## src/rtl/gearbox_ser_if.sv

```systemverilog
// Handshake bundle for the parallel-to-serial gearbox: word side in, beat side out.
interface gearbox_ser_if #(
   parameter int DATA_W    = 8,
   parameter int LANE_W    = 1,
   parameter int BUF_DEPTH = 2
);
   logic [DATA_W-1:0]                  data_i;
   logic                               valid_i;
   logic                               ready_o;
   logic [LANE_W-1:0]                  data_o;
   logic                               valid_o;
   logic                               ready_i;
   logic                               last_o;
   logic [$clog2(BUF_DEPTH+1)-1:0]     level_o;

   modport master (
      output data_i, valid_i, ready_i,
      input  ready_o, data_o, valid_o, last_o, level_o
   );

   modport slave (
      input  data_i, valid_i, ready_i,
      output ready_o, data_o, valid_o, last_o, level_o
   );
endinterface

```

## src/rtl/gearbox_ser.sv

```systemverilog
// Parallel-to-serial gearbox: buffered DATA_W words are emitted as LANE_W-bit beats,
// with a bypass path into the shifter and no bubble between consecutive words.
module gearbox_ser #(
   parameter int DATA_W    = 8,
   parameter int LANE_W    = 1,
   parameter int MSB_FIRST = 1,
   parameter int BUF_DEPTH = 2
) (
   input logic          clk_i,
   input logic          rst_i,
   gearbox_ser_if.slave bus
);
   localparam int BEATS = DATA_W / LANE_W;
   localparam int CNT_W = (BEATS > 1) ? $clog2(BEATS) : 1;
   localparam int PTR_W = $clog2(BUF_DEPTH);
   localparam int LVL_W = $clog2(BUF_DEPTH + 1);

   localparam logic [0:0] IDLE  = 1'b0;
   localparam logic [0:0] SHIFT = 1'b1;

   logic [0:0]        state;
   logic [CNT_W-1:0]  beat_cnt;
   logic [DATA_W-1:0] shift_word;
   logic [DATA_W-1:0] mem [BUF_DEPTH];
   logic [PTR_W-1:0]  wr_ptr;
   logic [PTR_W-1:0]  rd_ptr;
   logic [LVL_W-1:0]  level;

   logic ready;
   logic valid;
   logic is_last;
   logic push;
   logic beat_done;
   logic last_done;
   logic free;
   logic pop;
   logic bypass;
   logic fifo_wr;

   function automatic logic [LANE_W-1:0] head_lane(input logic [DATA_W-1:0] w);
      if (MSB_FIRST != 0) return w[DATA_W-1 -: LANE_W];
      else                return w[LANE_W-1:0];
   endfunction

   function automatic logic [DATA_W-1:0] advance(input logic [DATA_W-1:0] w);
      if (MSB_FIRST != 0) return w << LANE_W;
      else                return w >> LANE_W;
   endfunction

   assign ready     = (level < LVL_W'(BUF_DEPTH));
   assign valid     = (state == SHIFT);
   assign is_last   = valid && (beat_cnt == CNT_W'(BEATS - 1));
   assign push      = bus.valid_i && ready;
   assign beat_done = valid && bus.ready_i;
   assign last_done = beat_done && is_last;

   // The shifter can take a new word when idle or when its final beat completes this edge.
   assign free      = (state == IDLE) || last_done;
   assign pop       = free && (level != '0);
   assign bypass    = free && (level == '0) && push;
   assign fifo_wr   = push && !bypass;

   always_ff @(posedge clk_i) begin
      if (!rst_i) begin
         state    <= IDLE;
         beat_cnt <= '0;
         wr_ptr   <= '0;
         rd_ptr   <= '0;
         level    <= '0;
      end else begin
         if (fifo_wr) wr_ptr <= wr_ptr + PTR_W'(1);
         if (pop)     rd_ptr <= rd_ptr + PTR_W'(1);
         case ({fifo_wr, pop})
            2'b10:   level <= level + LVL_W'(1);
            2'b01:   level <= level - LVL_W'(1);
            default: level <= level;
         endcase
         if (pop || bypass) begin
            state    <= SHIFT;
            beat_cnt <= '0;
         end else if (last_done) begin
            state    <= IDLE;
            beat_cnt <= '0;
         end else if (beat_done) begin
            beat_cnt <= beat_cnt + CNT_W'(1);
         end
      end
   end

   // Word storage carries no reset; control above decides what is live.
   always_ff @(posedge clk_i) begin
      if (fifo_wr && rst_i) mem[wr_ptr] <= bus.data_i;
   end

   always_ff @(posedge clk_i) begin
      if (pop)            shift_word <= mem[rd_ptr];
      else if (bypass)    shift_word <= bus.data_i;
      else if (beat_done) shift_word <= advance(shift_word);
   end

   assign bus.ready_o = ready;
   assign bus.valid_o = valid;
   assign bus.last_o  = is_last;
   assign bus.level_o = level;
   assign bus.data_o  = valid ? head_lane(shift_word) : '0;
endmodule

```

## src/flat_wrapper.sv

```systemverilog
// flat-port wrapper written by rule: the top's interface ports become plain ports
module gearbox_ser_flat 
#(
   parameter int DATA_W    = 8,
   parameter int LANE_W    = 1,
   parameter int MSB_FIRST = 1,
   parameter int BUF_DEPTH = 2
)
  (clk_i, rst_i, bus_data_i, bus_valid_i, bus_ready_i, bus_ready_o, bus_data_o, bus_valid_o, bus_last_o, bus_level_o);
  gearbox_ser_if #(.DATA_W(DATA_W), .LANE_W(LANE_W), .BUF_DEPTH(BUF_DEPTH)) bus_i ();
  input logic clk_i;
  input logic rst_i;
  input wire logic [$bits(bus_i.data_i)-1:0] bus_data_i;
  input wire logic [$bits(bus_i.valid_i)-1:0] bus_valid_i;
  input wire logic [$bits(bus_i.ready_i)-1:0] bus_ready_i;
  output wire logic [$bits(bus_i.ready_o)-1:0] bus_ready_o;
  output wire logic [$bits(bus_i.data_o)-1:0] bus_data_o;
  output wire logic [$bits(bus_i.valid_o)-1:0] bus_valid_o;
  output wire logic [$bits(bus_i.last_o)-1:0] bus_last_o;
  output wire logic [$bits(bus_i.level_o)-1:0] bus_level_o;
  assign bus_i.data_i = bus_data_i;
  assign bus_i.valid_i = bus_valid_i;
  assign bus_i.ready_i = bus_ready_i;
  assign bus_ready_o = bus_i.ready_o;
  assign bus_data_o = bus_i.data_o;
  assign bus_valid_o = bus_i.valid_o;
  assign bus_last_o = bus_i.last_o;
  assign bus_level_o = bus_i.level_o;
  gearbox_ser #(.DATA_W(DATA_W), .LANE_W(LANE_W), .MSB_FIRST(MSB_FIRST), .BUF_DEPTH(BUF_DEPTH)) u_core (.clk_i(clk_i), .rst_i(rst_i), .bus(bus_i));
endmodule
```

## config.mk

```make
export PLATFORM = sky130hd
export DESIGN_NAME = gearbox_ser_flat
export DESIGN_NICKNAME = d
export VERILOG_FILES = /design/src/rtl/gearbox_ser_if.sv /design/src/rtl/gearbox_ser.sv /design/src/flat_wrapper.sv
export SDC_FILE = /design/constraint.sdc
export NUM_CORES = 1
export LEC_CHECK = 0
export ABC_CLOCK_PERIOD_IN_PS = 4600
export CORE_AREA = 2 2 74 76
export DETAILED_ROUTE_END_ITERATION = 6
export DIE_AREA = 0 0 76 78
export PLACE_DENSITY = 0.46
export SYNTH_ARGS = -nofsm -noshare
export SYNTH_HDL_FRONTEND = slang
export SYNTH_SLANG_ARGS = --single-unit
```

## constraint.sdc

```tcl
create_clock -name clk_i -period 4.6 [get_ports clk_i]
set_clock_uncertainty 0.1 [all_clocks]
set_input_delay 0.69 -clock clk_i [delete_from_list [all_inputs] [get_ports clk_i]]
set_output_delay 0.69 -clock clk_i [all_outputs]
set_load 0.02 [all_outputs]
```

==> summary.txt, run 1 <==
STA
  • Crit path setup slack, layout: 2000 ps
  • Setup-failing EPs final: 0
  • Max Freq: 384 MHz
  • Final Hold Viols: 0
  • Fin crit share: between 50% and 60%
  • Tmin final: 2600 ps
  • Unrepaired setup endpoints after global routing: no
  • Max Slew Vio Count: 0
  • Worst slew pin tran: between 1000 and 1500 ps
  • Total negative slack: 0 ps
  • Slew headroom: 31.7%

GRT
  • GRT Residual Overflow: 0
  • Met3 usage: 2.67%
  • First-pass GRT wire length: 4900 µm
  • Total GRT Usage: 10.8%
  • Largest net degree at the start of global routing: 24
  • GRT met1 Usage: 15.3%
  • Vias in the first global route: approximately 950
  • Met2 Resource Use GR: between 10 and 15%
  • Busiest layer in global routing: met1
  • Initial antenna violation count: 0

Detailed routing
  • Wirelength per Cell: 14.2 µm
  • Routed via count: 1010
  • Starting DRT DRC Count: 83
  • Routed Antenna Nets: 0
  • DRC errors left: 0
  • Post-Route WL: 2990 µm
  • Drt via density: 4.79
  • DR pass1 iterations: 4

Synthesis
  • Post-synth top flop: edfxtp_1
  • Asr flop ratio synth: 0%
  • Synth area leader: edfxtp_1
  • Yosys warns: 0
  • Syn_area_per_cell: 12.0 µm²
  • Syn Nets: between 100 and 150
  • Post-synth top area share: 48.8%
  • Number of synthesized flops with an enable pin: 24
  • Ranking of synthesized cells by area: edfxtp_1 (49%), dfxtp_1 (12%), a2111oi_0 (4.1%), nor2b_1 (3.4%), a31oi_1 (3.0%)
  • Post-Synthesis Cells: between 100 and 150
  • Post-Syn Area: 1480 µm²
  • Sequential area share after synthesis: 61.0%
  • Cell variety after synth: 32
  • Synthesized flop and latch total: 33

Setup path
  • Worst path required time: 3810 ps
  • Critical Path Start Type: flop
  • Setup CP Type: flop to output pin
  • CP Capture Type: output pin
  • CP arrival: 1810 ps
  • Critical path fanouts, max: 6

Cells and area
  • # fillers: 516
  • Most common cell after layout, fill and taps aside: edfxtp_1
  • Layout Cells excl Fill: 211
  • Layout cell share with drive strength beyond 1: 7.09%
  • Ant diodes: 0
  • Post-Layout Inst Area: 1780 µm²
  • Most frequent cells in the layout: edfxtp_1 (24), clkdlybuf4s50_1 (17), dfxtp_1 (9)
  • Storage cell area: 901 µm²
  • Area occupied by multi-input gates: 524 µm²
  • Area grow syn2layout: 20.2%
  • Nets: 154

Floorplanning
  • Core area: 5040 µm²
  • # rows: 26
  • Chip Width: 76 µm
  • Total die area: 5930 µm²
  • Die H: 78 µm
  • Initial Util: 29.3%
  • IO Pins: 18

Clock network
  • Longest Clk Path Bufs: 2
  • CTS tree: built
  • Clock sink count: 33
  • Reg clk slew, reported paths: 70 ps
  • Postcts setup bufs: 0
  • CTS resizes: 0
  • Root buf cell: clkbuf_8
  • Clock Latency Late Sink: 280 ps
  • TritonCTS Buffers: 5
  • H-Tree Depth: 2
  • Hold Buf Count CTS: 0

Place
  • RePlAce Congestion: 0.791
  • Dpl cell area: 1690 µm²
  • IO Port Bufs: 17
  • Worst slack, placed: 1650 ps
  • Dpl cells: 203
  • Post-DP HPWL: 2170 µm

Hold path
  • Worst hold path type: flop to flop

Pwr
  • Leakage: 0.000578 µW
  • Maximum vdd drop: 0.159 mV
  • Cell area power density: around 370 nW/µm²

Run status
  • Outcome: completed

Job
  • Max-cap violations: 0
==> cells in the mapped netlist, types with 3 or more instances <==
library cell	n
inv_1	3
nor2b_1	8
a31oi_1	7
a2111oi_0	7
nor2_1	4
dfxtp_1	9
o21ai_0	8
edfxtp_1	24
buf_2	3
mux2i_1	3
o21ai_1	5
a21oi_1	6
nand3_1	8
nand2_1	4
nor3_1	3
==> through the flow <==
step	hold slack (ps)	power [µW]	utilization, %
floorplan	336	429	-
global placement	345	462	33.6
detailed placement	353	463	33.6
CTS	362	665	35.2
global route	386	689	35.2
finish	359	657	35.2
==> path summary, 6_finish.rpt <==
| check | slack [ps] | cells after the start | endpoint | start |
|---|---|---|---|---|
| setup / recovery | 2000 | 4 | bus_last_o | u_core.beat_cnt[0] |
| hold / removal | 360 | 2 | u_core.beat_cnt[1] | u_core.beat_cnt[1] |
| setup reg to reg | 2160 | 5 | u_core.mem[0][7] | u_core.beat_cnt[0] |
| hold reg to reg | 360 | 2 | u_core.beat_cnt[1] | u_core.beat_cnt[1] |
==> registers in the layout (all words and copies together), names as in the netlist, named ones only <==
name / count
u_core.bus.valid_o: 1
u_core.wr_ptr: 1
u_core.beat_cnt: 3
u_core.mem: 16
u_core.rd_ptr: 1
u_core.bus.level_o: 2
u_core.shift_word: 8
==> metal layers <==
layer,vias up,share of wire [%]
li1,511,-
met1,472,52
met2,22,42
met3,5,3.2
met4,0,2.6
met5,-,0
==> worst max-delay path: stages (launching register included) <==
cell	delay (ps)
dfxtp_1	360
ha_1	150
ha_1	270
and2_1	160
clkdlybuf4s50_1	590
==> layout make-up <==
| class | instances | share of cell area [%] |
|---|---|---|
| sequential | 33 | 50.7 |
| multi-input combinational | 80 | 29.5 |
| timing repair buffer | 17 | 9.58 |
| tap | 70 | 4.93 |
| clock buffer | 5 | 3.88 |
| clock inverter | 3 | 0.705 |
| inverter | 3 | 0.634 |
==> power breakdown <==
group	switching [µW]	total [µW]	internal [µW]
registers	14.6	364	349
clock network	100	202	102
logic	52.2	91.9	39.7
total	167	657	490
==> logic make-up after synthesis <==
group / Yosys count / synth area share, %
and+or+nand+nor: 37 / 14.8
AOI/OAI and AO/OA: 38 / 16.9
adders and majority gates: 2 / 1.69
buffers and inverters: 10 / 3.56
DFF: 33 / 61.0
muxes: 3 / 2.03
Power figures use the tool's default switching activity.
==> run 2: changes to the inputs <==
- ABC_CLOCK_PERIOD_IN_PS: 4600 -> 2700
- clock period: 4.6 -> 2.7 ns (I/O delays scaled with it)
==> summary.txt, run 2 (synthesis gave the netlist of run 1 again) <==
Run status
  • Outcome: completed

Place
  • Post-DP HPWL: 2180 µm
  • Dpl cells: between 200 and 250
  • IO Port Bufs: 17
  • RePlAce Congestion: 0.735

Detailed routing
  • DR pass1 iterations: 4
  • Routed via count: just over 1000
  • DRC errors left: 0
  • Starting DRT DRC Count: 33
  • Drt via density: 4.84
  • Post-Route WL: roughly 3000 µm
  • Wirelength per Cell: ~14 µm
  • Routed Antenna Nets: 0

Pwr
  • Net Sw Frac: 24.3%
  • Leakage: 0.000604 µW
  • P_int: 942 µW
  • Clock share of power: a little under two fifths
  • Net switching component of the power: around 300 µW
  • Share of power burned in registers: 49.7%
  • Logic pwr share: approximately 13%
  • Cell area power density: 679 nW/µm²
  • Maximum vdd drop: 0.254 mV

Cells and area
  • Ant diodes: 0
  • Layout Cells excl Fill: 214
  • Most frequent cells in the layout: edfxtp_1 (24), clkdlybuf4s50_1 (17), dfxtp_1 (9)
  • Most common cell after layout, fill and taps aside: edfxtp_1
  • Area occupied by multi-input gates: 524 µm²
  • Storage cell area: 901 µm²
  • Area grow syn2layout: 24.0%
  • Regs by FF count: u_core.mem: 16 flops, u_core.shift_word: 8 flops, u_core.beat_cnt: 3 flops
  • # fillers: 503
  • Layout cell share with drive strength beyond 1: around a tenth
  • Nets: 157
  • Largest Register: u_core.mem
  • Max FFs per register: 16

STA
  • Setup-failing EPs final: 0
  • Worst slew pin tran: 581 ps
  • Tmin final: about 2400 ps
  • Final Hold Viols: 0
  • Total negative slack: 0 ps
  • Fin crit share: approximately 88%
  • Max Slew Vio Count: 0
  • Unrepaired setup endpoints after global routing: no
  • Slew headroom: 61.1%
  • Max Freq: 423 MHz

GRT
  • Largest net degree at the start of global routing: 24
  • Vias in the first global route: around 1000
  • GRT Residual Overflow: 0
  • Initial antenna violation count: 0
  • Total GRT Usage: 11.0%
  • First-pass GRT wire length: 5000 µm

Setup path
  • Cell family with the largest share of critical-path delay: buffers and inverters
  • CP arrival: 1860 ps
  • CP max-delay cell: clkdlybuf4s50_1
  • Critical Path Start: u_core.beat_cnt[0]
  • Crit-path max cell delay: 590 ps
  • Critical Path Start Type: flop
  • Cell Chain, Critical Path: ha_1 -> ha_1 -> and2_1 -> clkdlybuf4s50_1
  • Critical path fanouts, max: 6
  • Reg-to-reg critical path startpoint: u_core.beat_cnt[0]
  • CP Capture Type: output pin
  • Setup CP Type: flop to output pin
  • Critical path buffer and inverter count: 1
  • Worst path most repeated cell: ha_1
  • Worst path required time: 2190 ps

Clock network
  • Longest Clk Path Bufs: 2
  • Clock sink count: 33
  • CTS resizes: 0
  • Postcts setup bufs: 0
  • H-Tree Depth: 2
  • TritonCTS Buffers: 5
  • Hold Buf Count CTS: 0
  • Reg clk slew, reported paths: 70 ps
  • CTS tree: built
  • Clock Latency Late Sink: about 280 ps
  • Root buf cell: clkbuf_8

Floorplanning
  • Core area: ~5000 µm²
  • Initial Util: 29.3%
  • # rows: 26
  • Die H: 78 µm
  • IO Pins: 18
  • Chip Width: 76 µm
  • Total die area: slightly below 6000 µm²

Hold path
  • Hold_sp: u_core.beat_cnt[1]
  • Worst hold path type: flop to flop

Job
  • Max-cap violations: 0
run 2: final timing paths:
check,to,slack (ps),depth (start not counted)
worst max register to register,u_core.mem[1][7],470,5
worst max-delay path,bus_last_o,330,4
worst min-delay path,u_core.beat_cnt[1],360,2
worst min register to register,u_core.beat_cnt[1],360,2
run 2: per-stage QoR:
step | util, % | area (µm²) | total power [µW] | hold WS, ps | setup WS (ps)
floorplan | - | 1480 | 730 | 336 | 597
global placement | 34.0 | 1720 | 792 | 343 | 383
detailed placement | 34.0 | 1720 | 793 | 354 | 346
CTS | 36.3 | 1830 | 1260 | 366 | 308
global route | 36.3 | 1830 | 1300 | 397 | 250
finish | 36.3 | 1830 | 1240 | 365 | 333
run 2: metal layers:
metal | routed length, µm | vias to the layer above | part of all wire, % | global-route usage (%)
li1 | - | 515 | - | -
met1 | 1470 | 496 | 49 | 14.4
met3 | 104 | 7 | 3.5 | 3.37
met2 | 1330 | 17 | 44 | 15.8
met5 | 0 | - | 0 | 0
met4 | 90 | 0 | 3.0 | 6.73
run 2: power by group through the flow:
| stage | clock network, µW | registers [µW] | logic [µW] |
|---|---|---|---|
| finish | 465 | 619 | 161 |
| global route | 496 | 624 | 181 |
| CTS | 479 | 619 | 163 |
| detailed placement | 0 | 631 | 163 |
| global placement | 0 | 630 | 162 |
| floorplan | 0 | 621 | 109 |
run 2: layout make-up:
class | instances | area share (%)
inverters | 3 | 0.615
flip-flops and latches | 33 | 49.2
well taps | 70 | 4.78
repair buffers | 20 | 10.5
clock inverters | 3 | 2.53
clock buffers | 5 | 3.76
multi-input cells | 80 | 28.6
run 2: worst min-delay path, cell delays in order (launching register included):
cell and delay (ps):
dfxtp_1 310, nand2_1 60, a21oi_1 50
